==> config.mk <==
export PLATFORM = sky130hd
export DESIGN_NAME = mem_port_arbiter
export DESIGN_NICKNAME = d
export VERILOG_FILES = /design/src/rtl/mem_port_arbiter.sv
export SDC_FILE = /design/constraint.sdc
export NUM_CORES = 1
export LEC_CHECK = 0
export CELL_PAD_IN_SITES_DETAIL_PLACEMENT = 0
export CELL_PAD_IN_SITES_GLOBAL_PLACEMENT = 2
export CORE_AREA = 2 2 168 170
export CTS_BUF_LIST = sky130_fd_sc_hd__clkbuf_2
export DETAILED_ROUTE_END_ITERATION = 12
export DIE_AREA = 0 0 170 172
export GPL_TIMING_DRIVEN = 1
export PLACE_DENSITY_LB_ADDON = 0.1
export SKIP_LAST_GASP = 1
export SLEW_MARGIN = 20
export SYNTH_ARGS = -nofsm -noshare
export SYNTH_HDL_FRONTEND = slang
export SYNTH_SLANG_ARGS = --single-unit
export TNS_END_PERCENT = 10
==> constraint.sdc <==
create_clock -name clk -period 2.09 [get_ports clk]
set_input_delay 0.3135 -clock clk [delete_from_list [all_inputs] [get_ports clk]]
set_output_delay 0.3135 -clock clk [all_outputs]
set_load 0.02 [all_outputs]
==> src/rtl/mem_port_arbiter.sv <==
`default_nettype none
// ============================================================================
// Module   : mem_port_arbiter
// Purpose  : Shares one synchronous memory port between fetch (IF) and
//            load/store (LS). LS has priority, IF has a starvation guard,
//            and read responses are routed back through an owner pipeline.
//            Optional perf counters are built when MEM_ARB_PERF_EN is defined.
// Revision : 1.0 - initial release
// ============================================================================
module mem_port_arbiter #(
   parameter int ADDR_W       = 32,
   parameter int DATA_W       = 64,
   parameter int LOAD_LATENCY = 1,
   parameter int STARVE_LIMIT = 4
) (
   input  logic              clk,
   input  logic              rstn,
   input  logic              if_req,
   input  logic [ADDR_W-1:0] if_addr,
   input  logic              if_flush,
   output logic              if_gnt,
   output logic              if_rvalid,
   output logic [DATA_W-1:0] if_rdata,
   input  logic              ls_req,
   input  logic              ls_we,
   input  logic [ADDR_W-1:0] ls_addr,
   input  logic [DATA_W-1:0] ls_wdata,
   output logic              ls_gnt,
   output logic              ls_rvalid,
   output logic [DATA_W-1:0] ls_rdata,
   output logic              mem_en,
   output logic              mem_we,
   output logic [ADDR_W-1:0] mem_addr,
   output logic [DATA_W-1:0] mem_wdata,
   input  logic [DATA_W-1:0] mem_rdata,
   output logic              stall_if,
   output logic              stall_ls
`ifdef MEM_ARB_PERF_EN
   ,
   output logic [31:0]       perf_conflict,
   output logic [31:0]       perf_forced
`endif
);

   localparam int                 c_cnt_w      = $clog2(STARVE_LIMIT + 1);
   localparam logic [c_cnt_w-1:0] c_starve_max = c_cnt_w'(STARVE_LIMIT);

   logic [c_cnt_w-1:0]      r_starve_cnt;
   logic                    w_force_if;
   logic                    w_if_gnt;
   logic                    w_ls_gnt;
   logic                    w_rd_gnt;
   logic [LOAD_LATENCY-1:0] r_valid;
   logic [LOAD_LATENCY-1:0] r_owner_ls;
   logic [LOAD_LATENCY-1:0] w_nxt_valid;
   logic [LOAD_LATENCY-1:0] w_nxt_owner;
   logic                    w_resp_v;
   logic                    w_resp_ls;

   // IF overtakes LS only once it has been denied STARVE_LIMIT cycles in a row
   assign w_force_if = (r_starve_cnt == c_starve_max);
   assign w_if_gnt   = if_req & (~ls_req | w_force_if);
   assign w_ls_gnt   = ls_req & ~w_if_gnt;
   assign w_rd_gnt   = w_if_gnt | (w_ls_gnt & ~ls_we);

   assign if_gnt   = w_if_gnt;
   assign ls_gnt   = w_ls_gnt;
   assign stall_if = if_req & ~w_if_gnt;
   assign stall_ls = ls_req & ~w_ls_gnt;

   always_comb begin
      mem_en    = 1'b0;
      mem_we    = 1'b0;
      mem_addr  = '0;
      mem_wdata = '0;
      if (w_ls_gnt) begin
         mem_en    = 1'b1;
         mem_we    = ls_we;
         mem_addr  = ls_addr;
         mem_wdata = ls_wdata;
      end else if (w_if_gnt) begin
         mem_en   = 1'b1;
         mem_addr = if_addr;
      end
   end

   always_ff @(posedge clk or negedge rstn) begin
      if (!rstn) begin
         r_starve_cnt <= '0;
      end else if (if_req & ~w_if_gnt) begin
         if (r_starve_cnt != c_starve_max) begin
            r_starve_cnt <= r_starve_cnt + c_cnt_w'(1);
         end
      end else begin
         r_starve_cnt <= '0;
      end
   end

   // Stage 0 always takes this cycle's grant; a flush only hits older entries
   assign w_nxt_valid[0] = w_rd_gnt;
   assign w_nxt_owner[0] = w_ls_gnt;

   for (genvar gi = 1; gi < LOAD_LATENCY; gi++) begin : g_stage
      assign w_nxt_valid[gi] = r_valid[gi-1] & ~(if_flush & ~r_owner_ls[gi-1]);
      assign w_nxt_owner[gi] = r_owner_ls[gi-1];
   end

   always_ff @(posedge clk or negedge rstn) begin
      if (!rstn) begin
         r_valid    <= '0;
         r_owner_ls <= '0;
      end else begin
         r_valid    <= w_nxt_valid;
         r_owner_ls <= w_nxt_owner;
      end
   end

   assign w_resp_v  = r_valid[LOAD_LATENCY-1];
   assign w_resp_ls = r_owner_ls[LOAD_LATENCY-1];
   assign if_rvalid = w_resp_v & ~w_resp_ls & ~if_flush;
   assign ls_rvalid = w_resp_v & w_resp_ls;
   assign if_rdata  = mem_rdata;
   assign ls_rdata  = mem_rdata;

`ifdef MEM_ARB_PERF_EN
   logic [31:0] r_perf_conflict;
   logic [31:0] r_perf_forced;

   always_ff @(posedge clk or negedge rstn) begin
      if (!rstn) begin
         r_perf_conflict <= '0;
         r_perf_forced   <= '0;
      end else begin
         if (if_req & ls_req & (r_perf_conflict != '1)) begin
            r_perf_conflict <= r_perf_conflict + 32'd1;
         end
         if (w_if_gnt & ls_req & w_force_if & (r_perf_forced != '1)) begin
            r_perf_forced <= r_perf_forced + 32'd1;
         end
      end
   end

   assign perf_conflict = r_perf_conflict;
   assign perf_forced   = r_perf_forced;
`else
   // Perf counters are not built in this configuration.
`endif

endmodule
`default_nettype wire

==> results_dict.tcl, run 1 <==
set metrics [dict create \
    status "finished, violations left" \
    violations "setup timing" \
    yosysWarningCount 0 \
    setup_slack_ps -138 \
    timing.hold.ws_ps 328 \
    grt_start_max_net_pins 69 \
    p_comb_frac 0.809 \
    crit_required_ps 1780 \
    synth_edf_count 0 \
    synthArstFlopShare 1.00 \
    finalPower_mw 1.02 \
    synth_ff_type "dfrtp_1" \
    critPathLaunchType "flop" \
    detail-route-antenna-nets 0 \
    core-area_mm2 0.0275 \
    hpwl_um 10500 \
    drt-total-wl_um 13000 \
    rsz0062_at_grt "yes" \
    synth_seq_area_share 0.0519 \
    yosys_register_bits 5 \
    viasPerCell 3.31 \
    grt_pass1_vias 2772 \
    cts_buffers 3 \
    post-place-ws_ps -405 \
    postCtsHoldBufs 0 \
    cp.arrival_ps 1910 \
    hold_class "input pin to asynchronous set/reset pin" \
    path_clk_slew_ps 60 \
    io-pin-count 430 \
    initial_utilization 0.0878 \
    endpoint_kind "primary output" \
    rows 61 \
    synthTopCellsByCount "131 x buf_4, 67 x nand2_1, 66 x and3_1, 19 x o22ai_2, 14 x o22ai_1" \
    die_w_um 170 \
    avgSynthCellArea_um2 6.95 \
    p_sw_frac 0.401 \
    yosysTopAreaCellShare 0.408 \
    overflow 0 \
    max-slew-margin-rel 0.789 \
    antenna_found_initial 4 \
    power_density_mw_per_mm2 237 \
    finalInstanceArea_mm2 0.00429 \
    post_drt_wl_per_cell_um 16.1 \
    clock_path_buffers 2 \
    vias 2662 \
    ys_top_cells_by_area "buf_4 41%, and3_1 17%, nand2_1 10%, o22ai_2 9.9%, dfrtp_1 5.2%" \
    p_switching_uw 408 \
    final.min_clock_period_ps 2230 \
    cts_tree "yes" \
    clock_skew_ps 3.76 \
    seqPwrFrac 0.101 \
    tightest_slew_ps 318 \
    numPortBuffers 237 \
    hold_viol 0 \
    cts_root_buf "clkbuf_2" \
    htree_levels 1 \
    drc 0 \
    dr.pass1.iters 4 \
    area_delta_synth_final_pct 77.9 \
    setup_violations 37 \
    gp_congestion 0.692 \
    fin_crit_sh 1.07 \
    nets 658 \
    drive_gt1_frac 0.125 \
    crit_fanout 23 \
    leakage_nw 2.16 \
    crit_type "flop to primary output" \
    synthCells 347 \
    synthDistinctLibCells 20 \
    die_h_um 172 \
    placed_area_mm2 0.00428 \
    grtUsageTotal 0.0815 \
    synth_top_area_cell "buf_4" \
    drv_cap 0 \
    clkPwrFrac 0.090 \
    first_iter_violations 64 \
    dieArea_mm2 0.0292 \
    internal-power_uw 608 \
    fmax_mhz 449 \
    grt_pass1_wl_um 17700 \
    syn-cell-area_mm2 0.00241 \
    cts_sinks 5 \
    synthesis.nets 547 \
    clock_latency_ps 210 \
    ir_drop_v 0.0000618 \
    finalMaxSlewViolations 0 \
    yosysMostFrequentCell "buf_4" \
]
layer usage:
metal  track usage  share of wire
met5             0         0.0033
met4        0.0286          0.027
met3        0.0373           0.12
met2         0.159           0.51
met1        0.0742           0.34
area by class of cell:
class                   count  area (um2)
well taps                 346         433
multi-input cells         181        1120
inverters                   4        15.0
repair buffers            263        2570
clock buffers               4        20.0
diodes                      1        2.50
flip-flops and latches      5         125
fillers                  3189       23200
final timing paths:
kind / from / endpoint / slack [ps] / cells after the start
setup / recovery: r_starve_cnt[0] / mem_wdata[4] / -140 / 6
hold / removal: rstn / r_starve_cnt[2] / 330 / 1
setup reg to reg: r_starve_cnt[0] / r_valid / 670 / 7
hold reg to reg: r_starve_cnt[0] / r_starve_cnt[0] / 530 / 2
max in group asynchronous: rstn / r_valid / 1550 / 1
min in group clk: r_starve_cnt[0] / r_starve_cnt[0] / 530 / 2
flip-flops by register name, indices dropped and copies added (netlist names):
name	cells
r_starve_cnt	3
r_owner_ls	1
r_valid	1
placed cells by master (no fill, tap or decap):
cell,n
o22ai_1,14
nand2_1,67
a21boi_4,1
a21oi_1,2
o22ai_2,19
buf_6,2
nor3b_1,2
dlygate4sd2_1,79
clkdlybuf4s50_1,141
and2_1,1
bufbuf_16,1
nand2b_1,1
and4_1,1
buf_2,2
diode_2,1
and3_1,65
clkbuf_2,4
ha_2,1
dfrtp_1,5
dlymetal6s2s_1,10
buf_12,5
ha_1,1
buf_4,20
nor2_1,3
and3_2,1
nand3_4,1
clkdlybuf4s15_1,3
or3b_1,1
inv_1,4
timing repair:
item,4_1_cts,5_1_grt
endpoints found under the setup margin,100,100
buffers inserted,2,0
endpoints found under the hold margin,0,0
resized for setup,93,10
cloned,1,0
pin swaps,1,0
power groups by stage:
stage,logic (mW),clock network [mW],registers (mW)
after CTS,0.846,0.0958,0.103
after global placement,0.907,0,0.105
after global routing,0.887,0.101,0.104
after floorplan,0.698,0,0.105
after detailed placement,0.899,0,0.105
final,0.821,0.0910,0.103
metrics by stage:
step | TNS (ps) | util | cells
after detailed placement | -31950 | 0.156 | 796
after global routing | -10850 | 0.156 | 803
after global placement | -29350 | 0.156 | 796
after CTS | -7310 | 0.155 | 803
final | -2910 | 0.156 | 804
after floorplan | 0 | - | 347
logic make-up (layout without fill, tap and decap cells):
family                     Yosys count  after routing  share of synthesized area
adders and majority gates            2              2                     0.0104
other                                0              1                          0
AOI/OAI and AO/OA                   36             36                      0.144
buffers and inverters              161            271                      0.491
DFF                                  5              5                     0.0519
and+or+nand+nor                    143            143                      0.303
critical path, stage by stage, from the launching register on:
cell             delay, ps
dfrtp_1                340
inv_1                   50
ha_2                   200
nand3_4                130
buf_6                  200
and3_1                 170
clkdlybuf4s50_1        600
Power figures use the tool's default switching activity.
==> run 2, diff against run 1 <==
Settings changed: ABC_AREA from default to 1, CORE_AREA 2 2 168 170 to 2 2 166 168, DIE_AREA 0 0 170 172 to 0 0 168 170.
==> results_dict.tcl, run 2 <==
set metrics [dict create \
    detail-route-antenna-nets 0 \
    final_common_cell "clkdlybuf4s50_1" \
    cts_sinks 5 \
    synthesis.nets 600 \
    setup_slack_ps -114 \
    first_iter_violations 46 \
    critPathLaunchType "flop" \
    drive_gt1_frac 0.205 \
    largest_registers "r_starve_cnt x3, r_owner_ls x1, r_valid x1" \
    largest_reg_flops 3 \
    vias 2588 \
    gp_congestion 0.710 \
    synth_ff_type "dfrtp_1" \
    setup_violations 51 \
    cts_root_buf "clkbuf_2" \
    ys_top_cells_by_area "buf_4 42%, inv_1 11%, nand2_1 11%, nor2_2 10%, nand3_1 6.9%" \
    grtUsageTotal 0.0701 \
    grt_start_max_net_pins 33 \
    violations "setup timing" \
    crit_required_ps 1780 \
    numPortBuffers 237 \
    layout_common_cells "136 x clkdlybuf4s50_1, 71 x dlygate4sd2_1, 70 x inv_1" \
    synth_top_area_cell "buf_4" \
    clock_path_buffers 2 \
    p_comb_frac 0.822 \
    final.min_clock_period_ps 2200 \
    utilization 0.164 \
    drc 0 \
    fmax_mhz 454 \
    power_density_mw_per_mm2 247 \
    leakage_nw 2.32 \
    p_sw_frac 0.427 \
    seqPwrFrac 0.096 \
    synthDistinctLibCells 20 \
    post_drt_wl_per_cell_um 12.6 \
    hold_class "input pin to asynchronous set/reset pin" \
    grt_pass1_wl_um 15300 \
    yosysMostFrequentCell "buf_4" \
    area_delta_synth_final_pct 86.9 \
    avgSynthCellArea_um2 5.83 \
    cts_tree "yes" \
    drv_cap 0 \
    cts_buffers 3 \
    core-area_mm2 0.0267 \
    p_switching_uw 460 \
    initial_utilization 0.0876 \
    regMostFlops "r_starve_cnt" \
    grt_pass1_vias 2709 \
    dr.pass1.iters 4 \
    crit_type "flop to primary output" \
    max-slew-margin-rel 0.790 \
    viasPerCell 3.00 \
    crit_fanout 10 \
    post-place-ws_ps -397 \
    internal-power_uw 619 \
    io-pin-count 430 \
    synthCells 400 \
    rows 60 \
    path_clk_slew_ps 60 \
    tightest_slew_ps 314 \
    fin_crit_sh 1.05 \
    synth_seq_area_share 0.0536 \
    clock_skew_ps 4.66 \
    rsz0062_at_grt "yes" \
    ir_drop_v 0.0000668 \
    die_h_um 170 \
    crit_path_start "r_starve_cnt[1]" \
    synthTopCellsByCount "129 x buf_4, 71 x inv_1, 68 x nand2_1, 39 x nor2_2, 32 x nand3_1" \
    antenna_found_initial 1 \
    r2r_start "r_starve_cnt[1]" \
    synth_edf_count 0 \
    finalMaxSlewViolations 0 \
    hpwl_um 8980 \
    dieArea_mm2 0.0286 \
    yosysTopAreaCellShare 0.415 \
    overflow 0 \
    clock_latency_ps 210 \
    postCtsHoldBufs 0 \
    nets 723 \
    yosysWarningCount 0 \
    cp.arrival_ps 1890 \
    yosys_register_bits 5 \
    endpoint_kind "primary output" \
    drt-total-wl_um 10800 \
    status "finished, violations left" \
    diodes 0 \
    clkPwrFrac 0.082 \
    synthArstFlopShare 1.00 \
    syn-cell-area_mm2 0.00233 \
    htree_levels 1 \
    die_w_um 168 \
    hold_viol 0 \
]
## run 2: worst paths after layout
check | end | slack (ps) | cells after the start
setup / recovery | mem_addr[14] | -110 | 10
hold / removal | r_starve_cnt[2] | 320 | 1
setup reg to reg | r_owner_ls | 830 | 8
hold reg to reg | r_starve_cnt[0] | 530 | 2
max in group asynchronous | r_valid | 1560 | 1
min in group clk | r_starve_cnt[0] | 530 | 2
## run 2: what timing repair did
item | 4_1_cts | 5_1_grt
setup buffers | 2 | 4
gates resized for setup | 130 | 71
gates cloned | 1 | 1
pin swaps | 1 | 7
endpoints found under the setup margin | 101 | 102
## run 2: cell families after synthesis
kind of cell               synth area share
AOI/OAI and AO/OA                   0.00590
buffers and inverters                 0.577
xor gates and xnor gates            0.00375
and+or+nand+nor                       0.349
DFF                                  0.0536
adders and majority gates            0.0107
## run 2: layout make-up
cell class                 count  area, um2
fill                        3076      22300
timing repair buffer         263       2590
clock buffer                   4       20.0
sequential                     5        125
inverter                      72        270
multi-input combinational    178        927
tap                          341        427
## run 2: power groups by stage
| stage | sequential, mW | clock [mW] | combinational, mW |
|---|---|---|---|
| 6_report | 0.104 | 0.0888 | 0.886 |
| 2_1_floorplan | 0.105 | 0 | 0.710 |
| 3_5_place_dp | 0.106 | 0 | 0.935 |
| 5_1_grt | 0.104 | 0.104 | 0.960 |
| 3_3_place_gp | 0.105 | 0 | 0.948 |
| 4_1_cts | 0.104 | 0.0912 | 0.869 |
## run 2: critical path: stages (launching register included)
cell and delay [ps]:
dfrtp_1 370, inv_1 60, ha_2 180, nand2_4 60, buf_6 120, a21oi_4 150, buf_12 150, buf_12 130
nand2_1 50, nand2_1 50, dlygate4sd2_1 340
## run 2: per-stage QoR
stage / cells / hold slack, ps / power, mW / TNS, ps / instance area, um2
CTS: 858 / 325 / 1.06 / -5710 / 4220
global route: 863 / 312 / 1.17 / -12790 / 4360
detailed placement: 851 / 529 / 1.04 / -20900 / 4280
finish: 863 / 324 / 1.08 / -2280 / 4360
floorplan: 400 / 17.9 / 0.815 / 0 / 2330
global placement: 851 / 517 / 1.05 / -21490 / 4280
## run 2: routing by layer
layer | vias up | global-route usage | wire length (um)
li1 | 1267 | - | -
met1 | 1100 | 0.0718 | 4040
met2 | 179 | 0.129 | 5160
met3 | 40 | 0.0260 | 1310
met4 | 2 | 0.0276 | 307
met5 | - | 0 | 13
